**src/rtl/rgbw_pwm_engine.sv**
```systemverilog
// rgbw_pwm_engine
//   Four-channel (R,G,B,W) PWM output stage. It double-buffers 8-bit duty
//   values so that a new duty only takes effect at a PWM period boundary.
//   The counter advances on the clk_half enable tick. All logic runs on clk.
//
//   Optional feature macro: RGBW_PWM_PHASE_STAGGER_EN
//     defined   : channel k compares against cnt + k*2**(WIDTH-2). This
//                 spreads the four rising edges a quarter period apart.
//     undefined : all channels compare against cnt and rise together.
//
// Ports
//   clk           system clock
//   reset         synchronous, active-high reset
//   clk_half      one-clk enable tick that advances the counter
//   en            run request; 0 stops the engine at the end of the period
//   load          strobe; captures duty0..duty3 into the shadow registers
//   duty0..duty3  red/green/blue/white duty (high ticks per period)
//   load_ack      one-clk pulse when shadow is copied to active
//   period_start  one-clk pulse on each period start while running
//   busy          high in RUN or DRAIN
//   d0..d3        registered PWM outputs (red, green, blue, white)
module rgbw_pwm_engine #(
  parameter int WIDTH = 8
) (
  input  logic             clk,
  input  logic             reset,
  input  logic             clk_half,
  input  logic             en,
  input  logic             load,
  input  logic [WIDTH-1:0] duty0,
  input  logic [WIDTH-1:0] duty1,
  input  logic [WIDTH-1:0] duty2,
  input  logic [WIDTH-1:0] duty3,
  output logic             load_ack,
  output logic             period_start,
  output logic             busy,
  output logic             d0,
  output logic             d1,
  output logic             d2,
  output logic             d3
);

  localparam logic [1:0] S_IDLE  = 2'd0;
  localparam logic [1:0] S_RUN   = 2'd1;
  localparam logic [1:0] S_DRAIN = 2'd2;

  localparam logic [WIDTH-1:0] CNT_MAX = '1;

  logic [1:0]       state;
  logic [WIDTH-1:0] cnt;
  logic [WIDTH-1:0] shadow [4];
  logic [WIDTH-1:0] active [4];
  logic [WIDTH-1:0] duty_in [4];
  logic [WIDTH-1:0] ccnt [4];
  logic             pending;
  logic [3:0]       dq;

  logic at_end;
  logic run_wrap;
  logic start;
  logic apply;

  assign duty_in[0] = duty0;
  assign duty_in[1] = duty1;
  assign duty_in[2] = duty2;
  assign duty_in[3] = duty3;

  // A wrap with en high starts a new running period. DRAIN with en
  // re-raised on the wrap cycle is treated the same as RUN.
  assign at_end   = clk_half && (cnt == CNT_MAX);
  assign run_wrap = at_end && en && ((state == S_RUN) || (state == S_DRAIN));
  assign start    = (state == S_IDLE) && en;
  assign apply    = (run_wrap || start) && pending;

  assign busy = (state != S_IDLE);

  always_comb begin
    for (int unsigned k = 0; k < 4; k++) begin
`ifdef RGBW_PWM_PHASE_STAGGER_EN
      ccnt[k] = cnt + WIDTH'(k << (WIDTH - 2));
`else
      ccnt[k] = cnt;
`endif
    end
  end

  always_ff @(posedge clk) begin
    if (reset) begin
      state        <= S_IDLE;
      cnt          <= '0;
      pending      <= 1'b0;
      load_ack     <= 1'b0;
      period_start <= 1'b0;
      dq           <= '0;
      for (int unsigned k = 0; k < 4; k++) begin
        shadow[k] <= '0;
        active[k] <= '0;
      end
    end else begin
      load_ack     <= 1'b0;
      period_start <= 1'b0;

      case (state)
        S_IDLE: begin
          if (en) state <= S_RUN;
        end
        S_RUN: begin
          if (!en) state <= at_end ? S_IDLE : S_DRAIN;
        end
        S_DRAIN: begin
          if (en)          state <= S_RUN;
          else if (at_end) state <= S_IDLE;
        end
        default: state <= S_IDLE;
      endcase

      if (state == S_IDLE)  cnt <= '0;
      else if (clk_half)    cnt <= cnt + 1'b1;

      if (run_wrap || start) period_start <= 1'b1;

      if (apply) begin
        active   <= shadow;
        pending  <= 1'b0;
        load_ack <= 1'b1;
      end

      // A load on the apply cycle must survive. It comes after the apply
      // so that it overrides the pending clear.
      if (load) begin
        shadow  <= duty_in;
        pending <= 1'b1;
      end

      for (int unsigned k = 0; k < 4; k++) begin
        dq[k] <= (state != S_IDLE) && (ccnt[k] < active[k]);
      end
    end
  end

  assign d0 = dq[0];
  assign d1 = dq[1];
  assign d2 = dq[2];
  assign d3 = dq[3];

endmodule
```
**config.mk**
```make
export PLATFORM = sky130hd
export DESIGN_NAME = rgbw_pwm_engine
export DESIGN_NICKNAME = d
export VERILOG_FILES = /design/src/rtl/rgbw_pwm_engine.sv
export SDC_FILE = /design/constraint.sdc
export NUM_CORES = 1
export LEC_CHECK = 0
export ABC_AREA = 1
export BUFFER_PORTS_ARGS = -buffer_cell sky130_fd_sc_hd__clkbuf_2
export CAP_MARGIN = 20
export CORE_UTILIZATION = 51
export CTS_CLUSTER_DIAMETER = 30
export CTS_CLUSTER_SIZE = 40
export DETAILED_ROUTE_END_ITERATION = 16
export MAX_ROUTING_LAYER = met4
export PLACE_DENSITY_LB_ADDON = 0.3
export SYNTH_ARGS = -nofsm -noshare
export SYNTH_HDL_FRONTEND = slang
export SYNTH_SLANG_ARGS = --single-unit
```
**constraint.sdc**
```tcl
create_clock -name clk -period 2.25 [get_ports clk]
set_clock_uncertainty 0.15 [all_clocks]
set_input_delay 0.3375 -clock clk [delete_from_list [all_inputs] [get_ports clk]]
set_output_delay 0.3375 -clock clk [all_outputs]
set_load 0.005 [all_outputs]
```
---- After elaboration in Yosys (flattened, before gate mapping) ----
Index checks and enable logic that the tools add are counted.
operators by class
  multiply operators ...................... 0
  order comparisons ....................... 4
  equal/unequal tests ..................... 6
  multiplexer cells ....................... 10
  bitwise gates (word level) .............. 0
  reduce and logical (&&, ||, !) cells .... 16
  shifts and indexed selects .............. 0
  div/mod/pow operators ................... 0
  add/subtract/negate cells ............... 1
operators with widths
  cell                 count
  $lt 8x8->1           4
  $mux 2               5
  $logic_and 1x1->1    9
  $add 8x1->8 const B  1
  $eq 8x8->1 const B   1
  $pmux 2 s3           1
  $mux 1               4
  $ne 2x2->1 const B   2
  $reduce_bool 2->1    2
  $ne 3x3->1 const B   1
  $reduce_and 3->1     1
  $eq 2x1->1 const B   1
  $eq 2x2->1 const B   1
  $logic_not 2->1      1
  $logic_or 1x1->1     2
  $reduce_or 2->1      1
word-level totals
  word-level logic and storage cells ...... 51
  latch bits .............................. 0
  output and inout bits ................... 7
  flip-flop bits (word level) ............. 81
  memories kept ........................... 0
  bits in writable memories ............... 0
  ROM bits ................................ 0
  input port bits ......................... 37

---- Depth between registers and ports, before layout ----
  depth after elaboration ................. 8
  depth in mapped cells ................... 10
  gate-level depth less buffers ........... 9

---- Least setup slack after synthesis ----
Ideal clock, no wire load.
  path kind ............................... register to register
  start point ............................. register cnt[1]
  end point ............................... register active[0] (netlist name)
  buffers on the path ..................... 1
  arrival time ............................ 1.373 ns
  period minus slack after synthesis ...... 1.633 ns
  cell stages (with the launch flop) ...... 10
  library setup time ...................... 0.110 ns
  path slack .............................. 0.617 ns
  required time ........................... 1.990 ns
  cells stage by stage .................... dfxtp_1 -> ha_1 -> nand2_2 -> nor2_4 -> nand4_1 -> nand2_2 -> buf_2 -> nand4_1 -> nand2_1 -> nor2_1
on the way
  cells in the longest elaborated chain, start to end .. 6
RTL lines
  element                          RTL line  text
  start: declaration               50        logic [WIDTH-1:0] cnt;
  start signal: assignment         118       else if (clk_half) cnt <= cnt + 1'b1;
  $eq 8x8->1                       70        assign at_end = clk_half && (cnt == CNT_MAX);
  $logic_and 1x1->1                70
  $logic_and 1x1->1 (2 in series)  71        assign run_wrap = at_end && en && ((state == S_RUN) || (state == S_DRAIN));
  $logic_or 1x1->1                 73        assign apply = (run_wrap || start) && pending;
  $logic_and 1x1->1                73
  end signal: assignment           123       active <= shadow;
  end: declaration                 52        logic [WIDTH-1:0] active [4];
No other way between the ends.
A chain may end at the register's enable or synchronous reset.

---- Worst setup path after layout ----
  start point ............................. register cnt[0]
  end point ............................... register active[13] (netlist name)
Same word-level chain as after synthesis.

==> metrics.txt <==
gpl congestion 0.836; hold crit path type input port to flip-flop; number of port buffers 43; status finished clean; Post-CTS Resized 0; Total GRT Usage 0.221; CP Class flip-flop to flip-flop; FP Rows 31; boundary pin count 44; pin count of the biggest net entering global routing between 60 and 70; placed cells slightly below 700; max_cap viols 0; slew margin rel. 0.497; yosys warns 0; Netlist cell types 20; CP startpoint kind flip-flop; Seq cells post-synth between 80 and 90; Tcrit/Tclk final 0.880; Yosys top cell area share 0.406; TNS Setup 0 ps; Detailed Place HPWL between 5000 and 6000 µm; R2R setup slack 270 ps; Tmin final around 2000 ps; # fillers 709; # nets final ~670; GR peak layer met2; hold buffer count at CTS 0; First-pass DRT Iterations 4; DRT iter0 DRCs about 170; Max FO, Critical Path 33; H-Tree Level Count 3; RSZ-0062 raised after global routing false; TritonCTS clock tree built; share of post-route cells with drive strength above 1 0.120; Fin. Hold Viols 0; met1 Use GR 0.269; WP data required roughly 2400 ps; Initial Utilization 0.539; routed wire length just over 8000 µm; Antenna Cells 0; Post-DRT Antenna Nets 0; M2 GR Usage 0.353; CTS Sinks just over 80; Clk Latency, worst-skew pair about 350 ps; critical path capture point type flip-flop; Die W ~90 µm; synthesized area about 4000 µm²; Residual DRC 0; post-CTS setup buffer count 0; Pwr Density 691 nW/µm²; vias in the first global route 3186; Seq. cell area approximately 1600 µm²; core area 7410 µm²; antenna violations before repair 0; Bufs on Longest Clock Path 2; Final Max Slew Viols 0; number of CTS-inserted buffers 9; syn nets 628; grt ovf 0; total number of vias roughly 3.4k; clk root buf clkbuf_8; worst slew pin tran 753 ps; Area Overhead vs Synth 12.4%; Worst VDD drop between 0.0004 and 0.0005 V; most common cell after layout, fill and taps aside inv_1; FMAX about 500 MHz; Cell Count, Final, Fillers Out ~700; worst path arrival time 2120 ps; met3 Use GR 0.0421; part of the Yosys area used for sequential elements 0.406; clk slew on worst S/H paths about 80 ps; Leak 2.19 nW; top cells by area, synth dfxtp_1, inv_1, ha_1, nand2_1, a21oi_1; Syn Inst Count roughly 560; Multi-input gate area 1810 µm²; Die ar. roughly 8200 µm²; Final setup viols 0; most frequent cells in the layout inv_1, nand2_1, dfxtp_1, a21oi_1, nor2_1; Avg Cell Area, Syn between 7 and 8 µm²; die span in y a little over 90 µm; drt wl/cell roughly 12 µm; global-route wire length before repair approximately 14000 µm; vias per cell 4.88; area leader, netlist dfxtp_1
## where the power goes
part | internal (W) | leakage (nW) | switching [W] | total (W)
combinational | 0.000193 | 1.43 | 0.000322 | 0.000514
sequential | 0.00153 | 0.666 | 0.0000365 | 0.00156
clock | 0.000529 | 0.0913 | 0.000493 | 0.00102
total | 0.00225 | 2.19 | 0.000851 | 0.00310
## through the flow
stage | cell area [µm²] | hold slack, ps | setup WS (ps) | util | power (W)
after global placement | 4300 | 289 | 393 | 0.581 | 0.00209
final | 4490 | 106 | 269 | 0.605 | 0.00310
after detailed placement | 4300 | 294 | 311 | 0.581 | 0.00211
after floorplan | 3990 | 277 | 617 | - | 0.00196
after CTS | 4490 | 94.8 | 280 | 0.605 | 0.00312
after global routing | 4490 | 110 | 62.4 | 0.605 | 0.00328
## logic make-up after synthesis
group / synth area share
flip-flops: 0.406
AND/OR/NAND/NOR: 0.220
buffers and inverters: 0.141
adder cells (fa/ha/maj): 0.103
AO/OA/AOI/OAI: 0.129
## worst max-delay path, cell delays in order (launching register included)
cell	delay, ps
dfxtp_1	490
ha_1	210
nand2_2	80
nor2_4	120
nand4_1	110
nand2_2	120
nand3_4	300
nand2_1	160
inv_1	50
nor2_1	110
## layer usage
layer  vias to the layer above  routed length [µm]
li1                       1835                   -
met1                      1476                3830
met2                        77                3640
met3                        18                 387
met4                         0                 191
met5                         -                   0
## flip-flops by register name, indices dropped and copies added (netlist names)
| signal | cells |
|---|---|
| state | 2 |
| active | 32 |
| cnt | 8 |
| load_ack | 1 |
| shadow | 32 |
| period_start | 1 |
| pending | 1 |
| dq | 4 |
## final timing paths
path                             endpoint  cells past startpoint                    from
hold / removal    shadow[14]$_SDFFE_PP0P_                      3                duty2[6]
setup / recovery  active[13]$_SDFFE_PP0P_                      9     cnt[0]$_SDFFE_PP0P_
setup reg to reg  active[13]$_SDFFE_PP0P_                      9     cnt[0]$_SDFFE_PP0P_
hold reg to reg    shadow[1]$_SDFFE_PP0P_                      2  shadow[1]$_SDFFE_PP0P_
## synthesized netlist by cell type (all sizes together)
library cell and number:
o21bai 1, o21ai 42, ha 33, dfxtp 81
nand3 13, a21oi 52, inv 114, clkbuf 17
o21a 4, nand4 33, clkinv 1, o211ai 1
nor2 52, buf 11, nand2 103
## area by class of cell
cell class,count,share of cell area
well taps,99,0.0276
clock buffers,11,0.0315
flip-flops and latches,81,0.362
multi-input cells,334,0.403
inverters,115,0.0962
repair buffers,55,0.0709
clock inverters,3,0.00948
(Power assumes the default switching activity.)
